<file path="config.mk">
export PLATFORM = sky130hd
export DESIGN_NAME = multiply_16_unsigned
export DESIGN_NICKNAME = d
export VERILOG_FILES = /design/src/rtl/multiply_16_unsigned.sv
export SDC_FILE = /design/constraint.sdc
export NUM_CORES = 1
export LEC_CHECK = 0
export CAP_MARGIN = 10
export CORE_ASPECT_RATIO = 1.75
export CORE_UTILIZATION = 35
export DETAILED_ROUTE_END_ITERATION = 10
export SETUP_SLACK_MARGIN = 0.1
export SLEW_MARGIN = 20
export SYNTH_ARGS = -nofsm -noshare
export SYNTH_HDL_FRONTEND = slang
export SYNTH_SLANG_ARGS = --single-unit
</file>
<file path="constraint.sdc">
create_clock -name clk -period 5.98 [get_ports clk]
set_input_delay 1.794 -clock clk [delete_from_list [all_inputs] [get_ports clk]]
set_output_delay 1.794 -clock clk [all_outputs]
set_load 0.03 [all_outputs]
</file>
<file path="src/rtl/multiply_16_unsigned.sv">
// multiply_16_unsigned: sequential 16x16 unsigned shift-and-add multiplier.
// Each "multiply line" conditionally adds the shifted multiplicand to the
// partial product and then shifts the multiplier right by one.
// Operand buses are BUS_W bits wide; only the low WIDTH bits are multiplied.
// Optional feature macro: MULTIPLY_16_UNSIGNED_PIPELINE_EN
//   undefined (default): iterative unit, one multiply per WIDTH+1 cycles
//   defined            : fully unrolled WIDTH-stage pipeline, in_ready tied high
`timescale 1ns/1ps

module multiply_16_unsigned #(
    parameter int WIDTH = 16,
    parameter int BUS_W = 32
) (
    input  logic             clk,
    input  logic             rst,
    input  logic             in_valid,
    output logic             in_ready,
    input  logic [BUS_W-1:0] multiplicand,
    input  logic [BUS_W-1:0] multiplier,
    output logic             out_valid,
    output logic [BUS_W-1:0] product
);

    // One multiply line: add the shifted multiplicand when the current
    // multiplier bit is set. The sum never exceeds 2*WIDTH bits.
    function automatic logic [BUS_W-1:0] line_add(
        input logic [BUS_W-1:0] pp,
        input logic [BUS_W-1:0] mc,
        input logic             mp_bit
    );
        return mp_bit ? (pp + mc) : pp;
    endfunction

    logic [BUS_W-1:0] op_a;
    logic [BUS_W-1:0] op_b;
    logic             unused_upper;

    assign op_a = {{(BUS_W-WIDTH){1'b0}}, multiplicand[WIDTH-1:0]};
    assign op_b = {{(BUS_W-WIDTH){1'b0}}, multiplier[WIDTH-1:0]};

    // The upper operand bits are intentionally ignored.
    assign unused_upper = ^{multiplicand[BUS_W-1:WIDTH], multiplier[BUS_W-1:WIDTH]};

`ifdef MULTIPLY_16_UNSIGNED_PIPELINE_EN

    logic [BUS_W-1:0] st_pp [WIDTH];
    logic [BUS_W-1:0] st_mc [WIDTH];
    logic [BUS_W-1:0] st_mp [WIDTH];
    logic [WIDTH-1:0] st_valid;

    assign in_ready = 1'b1;

    // Stage 0 captures operands; stages 1..WIDTH-1 each perform one line.
    always_ff @(posedge clk) begin
        if (rst) begin
            st_valid <= '0;
            for (int i = 0; i < WIDTH; i++) begin
                st_pp[i] <= '0;
                st_mc[i] <= '0;
                st_mp[i] <= '0;
            end
        end else begin
            st_valid[0] <= in_valid;
            st_pp[0]    <= '0;
            st_mc[0]    <= op_a;
            st_mp[0]    <= op_b;
            for (int i = 1; i < WIDTH; i++) begin
                st_valid[i] <= st_valid[i-1];
                st_pp[i]    <= line_add(st_pp[i-1], st_mc[i-1], st_mp[i-1][0]);
                st_mc[i]    <= st_mc[i-1] << 1;
                st_mp[i]    <= st_mp[i-1] >> 1;
            end
        end
    end

    // Final line feeds the product register, which holds until the next result.
    always_ff @(posedge clk) begin
        if (rst) begin
            product   <= '0;
            out_valid <= 1'b0;
        end else begin
            out_valid <= st_valid[WIDTH-1];
            if (st_valid[WIDTH-1]) begin
                product <= line_add(st_pp[WIDTH-1], st_mc[WIDTH-1], st_mp[WIDTH-1][0]);
            end
        end
    end

`else

    localparam int CNT_W = $clog2(WIDTH);
    localparam logic [CNT_W-1:0] LAST_LINE = CNT_W'(WIDTH - 1);

    localparam logic [0:0] ST_IDLE = 1'b0;
    localparam logic [0:0] ST_BUSY = 1'b1;

    logic [0:0]       state;
    logic [BUS_W-1:0] pp;
    logic [BUS_W-1:0] mc;
    logic [BUS_W-1:0] mp;
    logic [CNT_W-1:0] count;
    logic [BUS_W-1:0] pp_next;

    assign in_ready = (state == ST_IDLE);
    assign pp_next  = line_add(pp, mc, mp[0]);

    // Accept operands when idle, then run exactly WIDTH lines regardless of
    // operand values; the last line writes the product and pulses out_valid.
    always_ff @(posedge clk) begin
        if (rst) begin
            state     <= ST_IDLE;
            pp        <= '0;
            mc        <= '0;
            mp        <= '0;
            count     <= '0;
            product   <= '0;
            out_valid <= 1'b0;
        end else begin
            out_valid <= 1'b0;
            case (state)
                ST_IDLE: begin
                    if (in_valid) begin
                        pp    <= '0;
                        mc    <= op_a;
                        mp    <= op_b;
                        count <= '0;
                        state <= ST_BUSY;
                    end
                end
                ST_BUSY: begin
                    pp    <= pp_next;
                    mc    <= mc << 1;
                    mp    <= mp >> 1;
                    count <= count + 1'b1;
                    if (count == LAST_LINE) begin
                        product   <= pp_next;
                        out_valid <= 1'b1;
                        state     <= ST_IDLE;
                    end
                end
                default: state <= ST_IDLE;
            endcase
        end
    end

`endif

endmodule

</file>
### After elaboration in Yosys (flattened, before gate mapping)

Index checks and enable logic that the tools add are counted.

* flip-flop bits (word level): 134
* bits of input ports: 67
* output and inout bits: 34
* word-level logic and storage cells: 27

* add/sub/neg operators: 2
* equality and inequality tests: 2
* mux-type cells: 13
* bitwise logic cells: 1
* reduce and logical (&&, ||, !) cells: 2

Operators by type and width (count)
* $pmux W32 S2: 3
* $mux W32: 4
* $add A32 B32 Y32: 1
* $pmux W4 S2: 1
* $add A4 B1 Y4 const B: 1
* $eq A4 B4 Y1 const B: 1
* $mux W4: 1
* $mux W1: 3
* $ne A2 B2 Y1 const B: 1
* $pmux W1 S2: 1
* $reduce_and A2 Y1: 1
* $reduce_or A2 Y1: 1
* $not A1 Y1: 1

### Depth between registers and ports, before layout

Gate-level depths: netlist of run 1.

* word-level depth: 3
* gate-level depth with buffers: 11
* depth with buffers taken out: 11

### Least setup slack after synthesis of run 1

OpenSTA, ideal clock, no wires.

* path kind: input-to-reg
* from: input in_valid
* to: register mp[4]
* library setup time: 0.128 ns
* data arrival time: 2.947 ns
* data required time: 5.852 ns
* slack: 2.905 ns
* stages on the path: 6
* buffers on the path: 2
* path through: clkbuf_1 > clkbuf_1 > mux2i_1 > nor2_1 > a21oi_1 > nor2_1

* cells in the longest elaborated chain, start to end: 1

RTL lines
* start: declaration: line 16 `input logic in_valid,`
* $ne A2 B2 Y1 (no source line)
* end signal: assignment: line 125 `mp <= op_b;`
* end signal: assignment: line 133 `mp <= mp >> 1;`
* end: declaration: line 100 `logic [BUS_W-1:0] mp;`

No other way between the ends.
A chain may end at the register's enable or synchronous reset.

### Worst setup path in the final report of run 1

* from: register state
* to: output in_ready

* cells in the longest elaborated chain, start to end: 1

RTL lines
* start: declaration: line 97 `logic [0:0] state;`
* start signal: assignment: line 111 `state <= ST_IDLE;`
* start signal: assignment: line 127 `state <= ST_BUSY;`
* start signal: assignment: line 138 `state <= ST_IDLE;`
* $not A1 Y1
* end: declaration: line 17 `output logic in_ready,`

No other way between the ends.

==> results.py, run 1 <==
metrics = {
    "synth": {
        "synth_cell_types": 65,
        "syn_nets": 900,
        "synth.avg_cell_area_um2": 8.080,
        "netlist_area_um2": 6464,
        "synth_edf_count": 0,
        "ys_ff_latch": 118,
        "synth_ff_type": "dfxtp_1",
        "synthCells": 800,
        "synth-async-reset-ratio": 0,
        "ys_warn_count": 0,
        "synth-seq-area-share": 0.3655,
    },
    "timing": {
        "period_minus_slack_ns": 3.296,
        "maxSlewViolCount": 0,
        "hold_viol": 0,
        "holdWs_ns": 0.4538,
        "setup_viol": 0,
        "fmax_mhz": 303.4,
        "slew_headroom": 0.3293,
        "min_period_over_period": 0.5511,
        "worstMarginPinSlew_ns": 1.006,
        "setup_tns_ns": 0,
        "rsz0062_at_grt": "no",
        "finClkSkew_ns": 0.01200,
    },
    "layout": {
        "final_nets": 944,
        "n_antenna_cell": 0,
        "drive_gt1_frac": 0.08401,
        "syn_to_final_growth_pct": 22.13,
    },
    "pwr": {
        "ir_worst_vdd_mv": 0.1842,
        "p_leak_nw": 3.375,
        "power.density_nw_per_um2": 254.4,
    },
    "clocking": {
        "cts_resized": 0,
        "cts_sinks": 118,
        "clk_latency_ns": 0.42,
        "tritoncts": "done",
        "post_cts_buffers": 0,
        "numCtsBuffers": 17,
        "ctsRootBufferMaster": "clkbuf_16",
        "hold_buffers": 0,
        "clock_path_buffers": 2,
        "htreeDepth": 4,
        "cts.clk_slew.worst_paths_ns": 0.06,
    },
    "setup_path": {
        "startpoint_type": "register",
        "end_kind": "output port",
        "cp.arrival_ns": 1.50,
        "cp_max_fo": 2,
        "crit_chain": "inv_1, clkdlybuf4s50_1",
        "critical_path_class": "register to output port",
        "slowest_stage": "clkdlybuf4s50_1",
        "crit_path_max_incr_delay_ns": 0.68,
        "worstPathRequired_ns": 4.19,
    },
    "floorplan": {
        "die_h_um": 181.8,
        "core_area_um2": 18050,
        "die_w_um": 104.7,
        "start_util": 0.3580,
        "num_rows": 65,
        "io_pins": 101,
        "dieArea_um2": 19040,
    },
    "detailed_routing": {
        "wirelength_mm": 16.58,
        "num_vias": 5726,
        "ant_nets": 0,
        "drtIter0Drc": 274,
        "dr.pass1.iters": 4,
        "drc": 0,
        "wire_per_inst_um": 15.20,
        "detail_route.vias_per_cell": 5.248,
    },
    "global_routing": {
        "grtUsageMet2": 0.3295,
        "grtUsageMet1": 0.1989,
        "grt_max_degree": 104,
        "grt_pass1_vias": 5447,
        "antenna_found_initial": 0,
        "grt_pass1_wl_mm": 27.14,
        "track_usage": 0.1783,
        "grt-ovfl-total": 0,
        "top_usage_layer": "met2",
        "grt_use_met3": 0.02656,
    },
    "placed_design": {
        "place_congestion": 0.8317,
        "portBuffers": 68,
        "hpwl_mm": 11.36,
    },
    "hold_path": {
        "hold_path_class": "register to register",
    },
    "flow_run": {
        "cap_violations": 0,
    },
    "outcome": {
        "status": "finished, final reports clean",
    },
}
worst max-delay path, delay by kind of cell, from the launching register on:
kind	cells	cell delay, ns
buffers and inverters	2	0.76
DFF	1	0.33
worst paths after layout:
| check | start | cells after the start | slack (ns) | end |
|---|---|---|---|---|
| worst max-delay path | state | 2 | 2.68 | in_ready |
| worst min register to register | product[16] | 2 | 0.45 | product[16] |
| worst max register to register | mc[0] | 11 | 2.93 | product[26] |
| worst min-delay path | product[16] | 2 | 0.45 | product[16] |
per-stage QoR:
step	setup WS (ns)	utilization	std cells	power (W)	area [µm²]
after floorplan	2.905	-	800	0.0009359	6464
after global placement	2.645	0.4039	1059	0.0009901	7292
after detailed placement	2.635	0.4039	1059	0.0009911	7292
after CTS	2.653	0.4372	1091	0.002029	7894
after global routing	2.635	0.4372	1091	0.002084	7894
final	2.684	0.4372	1091	0.002008	7894
final cells by class:
class / instances / area, µm²
inverters: 9 / 33.78
well taps: 234 / 292.8
clock buffers: 20 / 457.9
flip-flops and latches: 118 / 2366
multi-input cells: 620 / 3851
fillers: 1837 / 10160
repair buffers: 78 / 748.2
clock inverters: 12 / 143.9
metal layers:
layer / vias to the layer above / share of wire / routed length [µm]
li1: 2937 / - / -
met1: 2651 / 0.42 / 6950
met2: 112 / 0.52 / 8657
met3: 26 / 0.031 / 509
met4: 0 / 0.028 / 465
met5: - / 0 / 0
power by group:
part / internal (W) / switching (W) / leakage (nW)
sequential: 0.000802 / 0.0000120 / 0.956
clock: 0.000644 / 0.000393 / 0.283
combinational: 0.0000632 / 0.0000945 / 2.14
cell usage in the layout, fill, tap and decap left out, drive strengths merged, types with 2 or more instances in the layout:
| cell | count |
|---|---|
| mux2 | 11 |
| o21ai | 34 |
| inv | 10 |
| clkbuf | 20 |
| and2 | 3 |
| nand4 | 12 |
| clkinv | 6 |
| and4 | 3 |
| nor4b | 2 |
| o211ai | 4 |
| o31a | 2 |
| nand3 | 2 |
| a41oi | 4 |
| a21o | 23 |
| a22o | 2 |
| clkdlybuf4s50 | 66 |
| a22oi | 10 |
| dfxtp | 118 |
| and3 | 32 |
| xnor2 | 17 |
| o31ai | 2 |
| nand2 | 55 |
| mux2i | 37 |
| o21bai | 3 |
| ha | 32 |
| bufinv | 2 |
| a31oi | 8 |
| nor3 | 16 |
| clkinvlp | 3 |
| nand3b | 2 |
| xor2 | 12 |
| a21boi | 2 |
| buf | 12 |
| a2111oi | 2 |
| nor2 | 141 |
| a211oi | 6 |
| o21a | 4 |
| a21oi | 125 |
cells by family (layout without fill, tap and decap cells):
group / after synthesis / after routing / synth area share
multiplexers: 48 / 48 / 0.07646
AO/OA/AOI/OAI: 235 / 235 / 0.2220
buffers and inverters: 62 / 119 / 0.03949
XOR/XNOR: 29 / 29 / 0.03929
AND/OR/NAND/NOR: 275 / 275 / 0.1922
flip-flops: 118 / 118 / 0.3655
adder cells (fa/ha/maj): 33 / 33 / 0.06504
synth_stat cells, types with 3 or more instances:
| master | instances | area share |
|---|---|---|
| o21ai_1 | 7 | 0.0054 |
| o211ai_1 | 3 | 0.0035 |
| mux2_2 | 11 | 0.019 |
| a41oi_1 | 3 | 0.0041 |
| a21o_2 | 4 | 0.0054 |
| buf_4 | 3 | 0.0035 |
| ha_1 | 32 | 0.062 |
| nand2_1 | 54 | 0.031 |
| dfxtp_1 | 118 | 0.37 |
| nor3_1 | 16 | 0.012 |
| o21bai_1 | 3 | 0.0035 |
| buf_1 | 4 | 0.0023 |
| nor2_1 | 140 | 0.081 |
| a31oi_1 | 8 | 0.0077 |
| a21oi_1 | 124 | 0.096 |
| o21ai_0 | 26 | 0.020 |
| and2_1 | 3 | 0.0029 |
| a211oi_1 | 5 | 0.0058 |
| o21a_1 | 3 | 0.0035 |
| nand4_1 | 11 | 0.011 |
| xnor2_1 | 17 | 0.023 |
| and3_1 | 32 | 0.031 |
| mux2i_1 | 37 | 0.057 |
| inv_1 | 8 | 0.0046 |
| xor2_1 | 12 | 0.016 |
| clkbuf_1 | 42 | 0.024 |
| a21o_1 | 19 | 0.022 |
| a22oi_1 | 10 | 0.012 |
state kept, by name, indices dropped and copies added, names as in the netlist:
register / count
pp: 32
product: 32
out_valid: 1
mc: 32
state: 1
mp: 16
count: 4
No activity file was read; power rests on OpenSTA's default activity.
==> inputs of run 2 (changes only) <==
clock period = 3.2 ns   (was 5.98 ns; I/O delays follow)
==> results.py, run 2 (synthesis results as in run 1) <==
metrics = {
    "setup_path": {
        "crit_cells": 11,
        "cp_max_fo": 3,
        "crit_path_max_incr_delay_ns": 0.40,
        "crit_family": "compound AO/OA/AOI/OAI gates",
        "cp.arrival_ns": 3.20,
        "worstPathRequired_ns": 3.55,
        "crit_buf_inv": 0,
        "end_kind": "register",
        "startpoint_type": "register",
        "crit_chain": "ha_1, fa_1, a21o_1, a21oi_1, o21ai_1, a21oi_1, o21ai_1, and2_1, a21boi_1, mux2_2, a21oi_1",
        "path_common_cell": "a21oi_1",
        "worstRegToRegCells": 11,
        "critical_path_class": "register to register",
        "slowest_stage": "fa_1",
    },
    "timing": {
        "min_period_over_period": 0.8911,
        "holdWs_ns": 0.4552,
        "setup_viol": 0,
        "period_minus_slack_ns": 2.851,
        "maxSlewViolCount": 0,
        "hold_viol": 0,
        "setup_tns_ns": 0,
        "worstMarginPinSlew_ns": 1.008,
        "slew_headroom": 0.3280,
        "fmax_mhz": 350.7,
        "rsz0062_at_grt": "no",
        "finClkSkew_ns": 0.008100,
    },
    "outcome": {
        "status": "finished, final reports clean",
    },
    "floorplan": {
        "die_w_um": 104.7,
        "core_area_um2": 18050,
        "num_rows": 65,
        "dieArea_um2": 19040,
        "die_h_um": 181.8,
        "io_pins": 101,
        "start_util": 0.3580,
    },
    "pwr": {
        "p_leak_nw": 3.441,
        "power_w": 0.004036,
        "ir_worst_vdd_mv": 0.2731,
        "power.density_nw_per_um2": 502.7,
    },
    "global_routing": {
        "grt_max_degree": 103,
        "track_usage": 0.1873,
        "grt_pass1_vias": 5740,
        "grt-ovfl-total": 0,
        "grt_pass1_wl_mm": 28.28,
        "antenna_found_initial": 0,
    },
    "clocking": {
        "clock_path_buffers": 2,
        "cts_sinks": 118,
        "tritoncts": "done",
        "cts_resized": 0,
        "clk_latency_ns": 0.42,
        "hold_buffers": 0,
        "numCtsBuffers": 17,
        "cts.clk_slew.worst_paths_ns": 0.06,
        "post_cts_buffers": 0,
        "ctsRootBufferMaster": "clkbuf_16",
        "htreeDepth": 4,
    },
    "detailed_routing": {
        "drc": 0,
        "wire_per_inst_um": 15.67,
        "num_vias": 5740,
        "dr.pass1.iters": 4,
        "wirelength_mm": 17.16,
        "detail_route.vias_per_cell": 5.242,
        "ant_nets": 0,
        "drtIter0Drc": 243,
    },
    "placed_design": {
        "place_congestion": 0.8409,
        "hpwl_mm": 11.59,
        "dpl_cell_area_um2": 7347,
        "portBuffers": 68,
    },
    "layout": {
        "syn_to_final_growth_pct": 24.22,
        "filler_cell_count": 1826,
        "final_area_um2": 8029,
        "final_nets": 948,
        "largestRegisters": "mc (32), pp (32), product (32)",
        "final_common_cell": "nor2_1",
        "drive_gt1_frac": 0.09059,
        "post-route-util": 0.4447,
        "n_antenna_cell": 0,
        "multi_input_area_um2": 3854,
        "final_cell_mix": "nor2_1 (139), a21oi_1 (124), dfxtp_1 (117)",
        "seq_area_um2": 2366,
    },
    "hold_path": {
        "hold_path_class": "register to register",
        "whs_path_depth": 2,
    },
    "flow_run": {
        "cap_violations": 0,
    },
}
## run 2: cell types whose count changed in the layout (fill, tap and decap cells not counted), moves of 2 or more
| cell | before | now |
|---|---|---|
| buf_4 | 11 | 13 |
| buf_12 | 0 | 2 |
| clkinv_4 | 5 | 1 |
| inv_6 | 2 | 0 |
| bufinv_16 | 2 | 6 |
| clkbuf_8 | 0 | 2 |
## run 2: per-stage QoR
stage | std cells | worst slack [ns]
after floorplan | 800 | 0.5909
after CTS | 1095 | 0.3449
final | 1095 | 0.3486
after global placement | 1063 | 0.3745
after global routing | 1095 | 0.1471
after detailed placement | 1063 | 0.3638
## run 2: layer usage
layer,GRT usage,part of all wire
met5,0,0
met4,0.07324,0.017
met3,0.03302,0.037
met2,0.3502,0.54
met1,0.2070,0.41
## run 2: final timing paths
| kind | start | to | slack, ns |
|---|---|---|---|
| max | pp[0] | product[26] | 0.35 |
| max reg2reg | pp[0] | product[26] | 0.35 |
| min | product[11] | product[11] | 0.46 |
| min reg2reg | product[11] | product[11] | 0.46 |
## run 2: report_power, final
part	switching (W)	total [W]	internal [W]
logic	0.000180	0.000301	0.000121
clock network	0.000711	0.00221	0.00150
registers	0.0000230	0.00152	0.00150
total	0.000914	0.00404	0.00312
## run 2: final cells by class
class | instances | area share
Clock buffer | 20 | 0.05688
Clock inverter | 12 | 0.02774
Inverter | 9 | 0.004208
Multi-Input combinational cell | 620 | 0.4800
Sequential cell | 118 | 0.2947
Tap cell | 234 | 0.03647
Timing Repair Buffer | 82 | 0.1000
## run 2: tightest hold or removal path: stages, from the launching register on
cell	delay, ns
dfxtp_1	0.31
nand2_1	0.05
a21oi_1	0.05
==> inputs of run 3 (changes only) <==
clock period = 2.5 ns   (was 3.2 ns; I/O delays follow)
==> results.py, run 3 (synthesis results as in run 1) <==
metrics = {
    "outcome": {
        "status": "finished, final reports clean",
    },
    "placed_design": {
        "portBuffers": 68,
        "hpwl_mm": 11.95,
        "dpl_cell_area_um2": 7759,
        "place_congestion": 0.8140,
    },
    "timing": {
        "slew_headroom": 0.3134,
        "rsz0062_at_grt": "yes",
        "fmax_mhz": 403.1,
        "setup_tns_ns": 0,
        "period_minus_slack_ns": 2.481,
        "holdWs_ns": 0.4501,
        "min_period_over_period": 0.9924,
        "maxSlewViolCount": 0,
        "finClkSkew_ns": 0.006960,
        "hold_viol": 0,
        "worstMarginPinSlew_ns": 1.030,
        "setup_viol": 0,
    },
    "clocking": {
        "htreeDepth": 4,
        "numCtsBuffers": 17,
        "tritoncts": "done",
        "cts.clk_slew.worst_paths_ns": 0.06,
        "hold_buffers": 0,
        "cts_sinks": 118,
        "ctsRootBufferMaster": "clkbuf_16",
        "clock_path_buffers": 2,
        "clk_latency_ns": 0.42,
    },
    "floorplan": {
        "core_area_um2": 18050,
        "dieArea_um2": 19040,
        "num_rows": 65,
        "start_util": 0.3580,
        "die_w_um": 104.7,
        "io_pins": 101,
        "die_h_um": 181.8,
    },
    "pwr": {
        "power.density_nw_per_um2": 569.9,
        "switching_power_w": 0.001193,
        "p_sw_frac": 0.2335,
        "p_seq_frac": 0.382,
        "ir_worst_vdd_mv": 0.4149,
        "p_leak_nw": 3.850,
        "p_clk_frac": 0.527,
        "p_int_w": 0.003918,
        "pwr-share-comb": 0.091,
    },
    "layout": {
        "final_cell_mix": "nor2_1 (139), dfxtp_1 (104), a21oi_1 (103)",
        "syn_to_final_growth_pct": 38.75,
        "final_nets": 1020,
        "n_antenna_cell": 0,
        "drive_gt1_frac": 0.2337,
        "final_common_cell": "nor2_1",
        "final_area_um2": 8969,
        "largestRegisters": "mc (32), pp (32), product (32)",
    },
    "global_routing": {
        "track_usage": 0.1934,
        "grt-ovfl-total": 0,
        "grt_max_degree": 103,
        "grt_pass1_wl_mm": 29.43,
        "grt_pass1_vias": 6130,
        "antenna_found_initial": 0,
    },
    "hold_path": {
        "whs_path_depth": 2,
        "min_from": "product[12]",
        "hold_path_class": "register to register",
        "hold_end": "product[12]",
    },
    "detailed_routing": {
        "wirelength_mm": 18.17,
        "drc": 0,
        "wire_per_inst_um": 15.57,
        "num_vias": 6093,
        "dr.pass1.iters": 4,
        "detail_route.vias_per_cell": 5.221,
        "drtIter0Drc": 209,
        "ant_nets": 0,
    },
    "setup_path": {
        "rr_endpoint": "pp[12]",
        "startpoint_type": "register",
        "rr_startpoint": "pp[0]",
        "worstRegToRegCells": 13,
        "cp.arrival_ns": 2.78,
        "critical_path_class": "register to register",
        "worstPathRequired_ns": 2.80,
        "r2r_slack_ns": 0.02,
        "cp_max_fo": 4,
        "end_kind": "register",
    },
    "flow_run": {
        "cap_violations": 0,
    },
}
## run 3: cell types whose count changed in the layout (fill, tap and decap cells not counted), moves of 5 or more
cell     before  now
ha_4          0    9
buf_4        13   79
ha_1         32   20
mux2_2       11    6
o21ai_0      26   17
a21oi_2       1   18
dfxtp_1     117  104
dfxtp_2       0   13
a21oi_1     124  103
o21ai_2       1    8
mux2_4        0    5
buf_6         0    7
## run 3: power groups by stage
stage          Clock, W  Sequential [W]  Combinational (W)
3_5_place_dp          0         0.00199           0.000434
3_3_place_gp          0         0.00199           0.000431
2_1_floorplan         0         0.00198           0.000259
5_1_grt         0.00284         0.00196           0.000507
6_report        0.00270         0.00195           0.000464
4_1_cts         0.00273         0.00195           0.000451
## run 3: routing by layer
layer | track usage | vias to the layer above | part of all wire
met5 | 0 | - | 0
met4 | 0.1003 | 0 | 0.033
met3 | 0.02979 | 45 | 0.029
met2 | 0.3597 | 129 | 0.53
met1 | 0.2083 | 2843 | 0.40
li1 | - | 3076 | -
## run 3: repair_timing
action,CTS,global route
gates resized for setup,56,41
endpoints found under the setup margin,28,41
pin swaps,48,36
setup buffers,13,6
## run 3: area by class of cell
type                    count  area (µm²)
clock buffers              19       442.9
clock inverters            13       203.9
fillers                  1752        9086
inverters                   9       33.78
multi-input cells         620        4255
flip-flops and latches    118        2382
well taps                 234       292.8
repair buffers            154        1358
## run 3: worst max-delay path: stages, from the launching register on
cell and delay, ns:
dfxtp_2 0.33, ha_4 0.16, fa_2 0.33, a21o_1 0.18, a21oi_2 0.17, o21ai_2 0.10, buf_6 0.17, a211oi_4 0.21
buf_4 0.15, buf_6 0.10, xor2_4 0.18, o21ai_2 0.09, a21oi_2 0.15, nor2_1 0.05
## run 3: worst max path at each step
stage,start,endpoint,slack [ns]
6_report,pp[0],pp[12],0.02
5_1_grt,pp[0],product[12],-0.11
4_1_cts,pp[0],pp[14],0.01
3_5_place_dp,pp[10],pp[27],-0.27
3_3_place_gp,pp[10],pp[27],-0.24
2_1_floorplan,pp[0],product[26],0.08
## run 3: stage by stage
stage               cells  power (W)    util  setup slack (ns)
finish               1167   0.005111  0.4967           0.01902
detailed placement   1117   0.002420  0.4297           -0.2678
floorplan             800   0.002239       -           0.08354
global placement     1117   0.002416  0.4297           -0.2401
global route         1167   0.005301  0.4967           -0.1085
CTS                  1161   0.005130  0.4832           0.01016
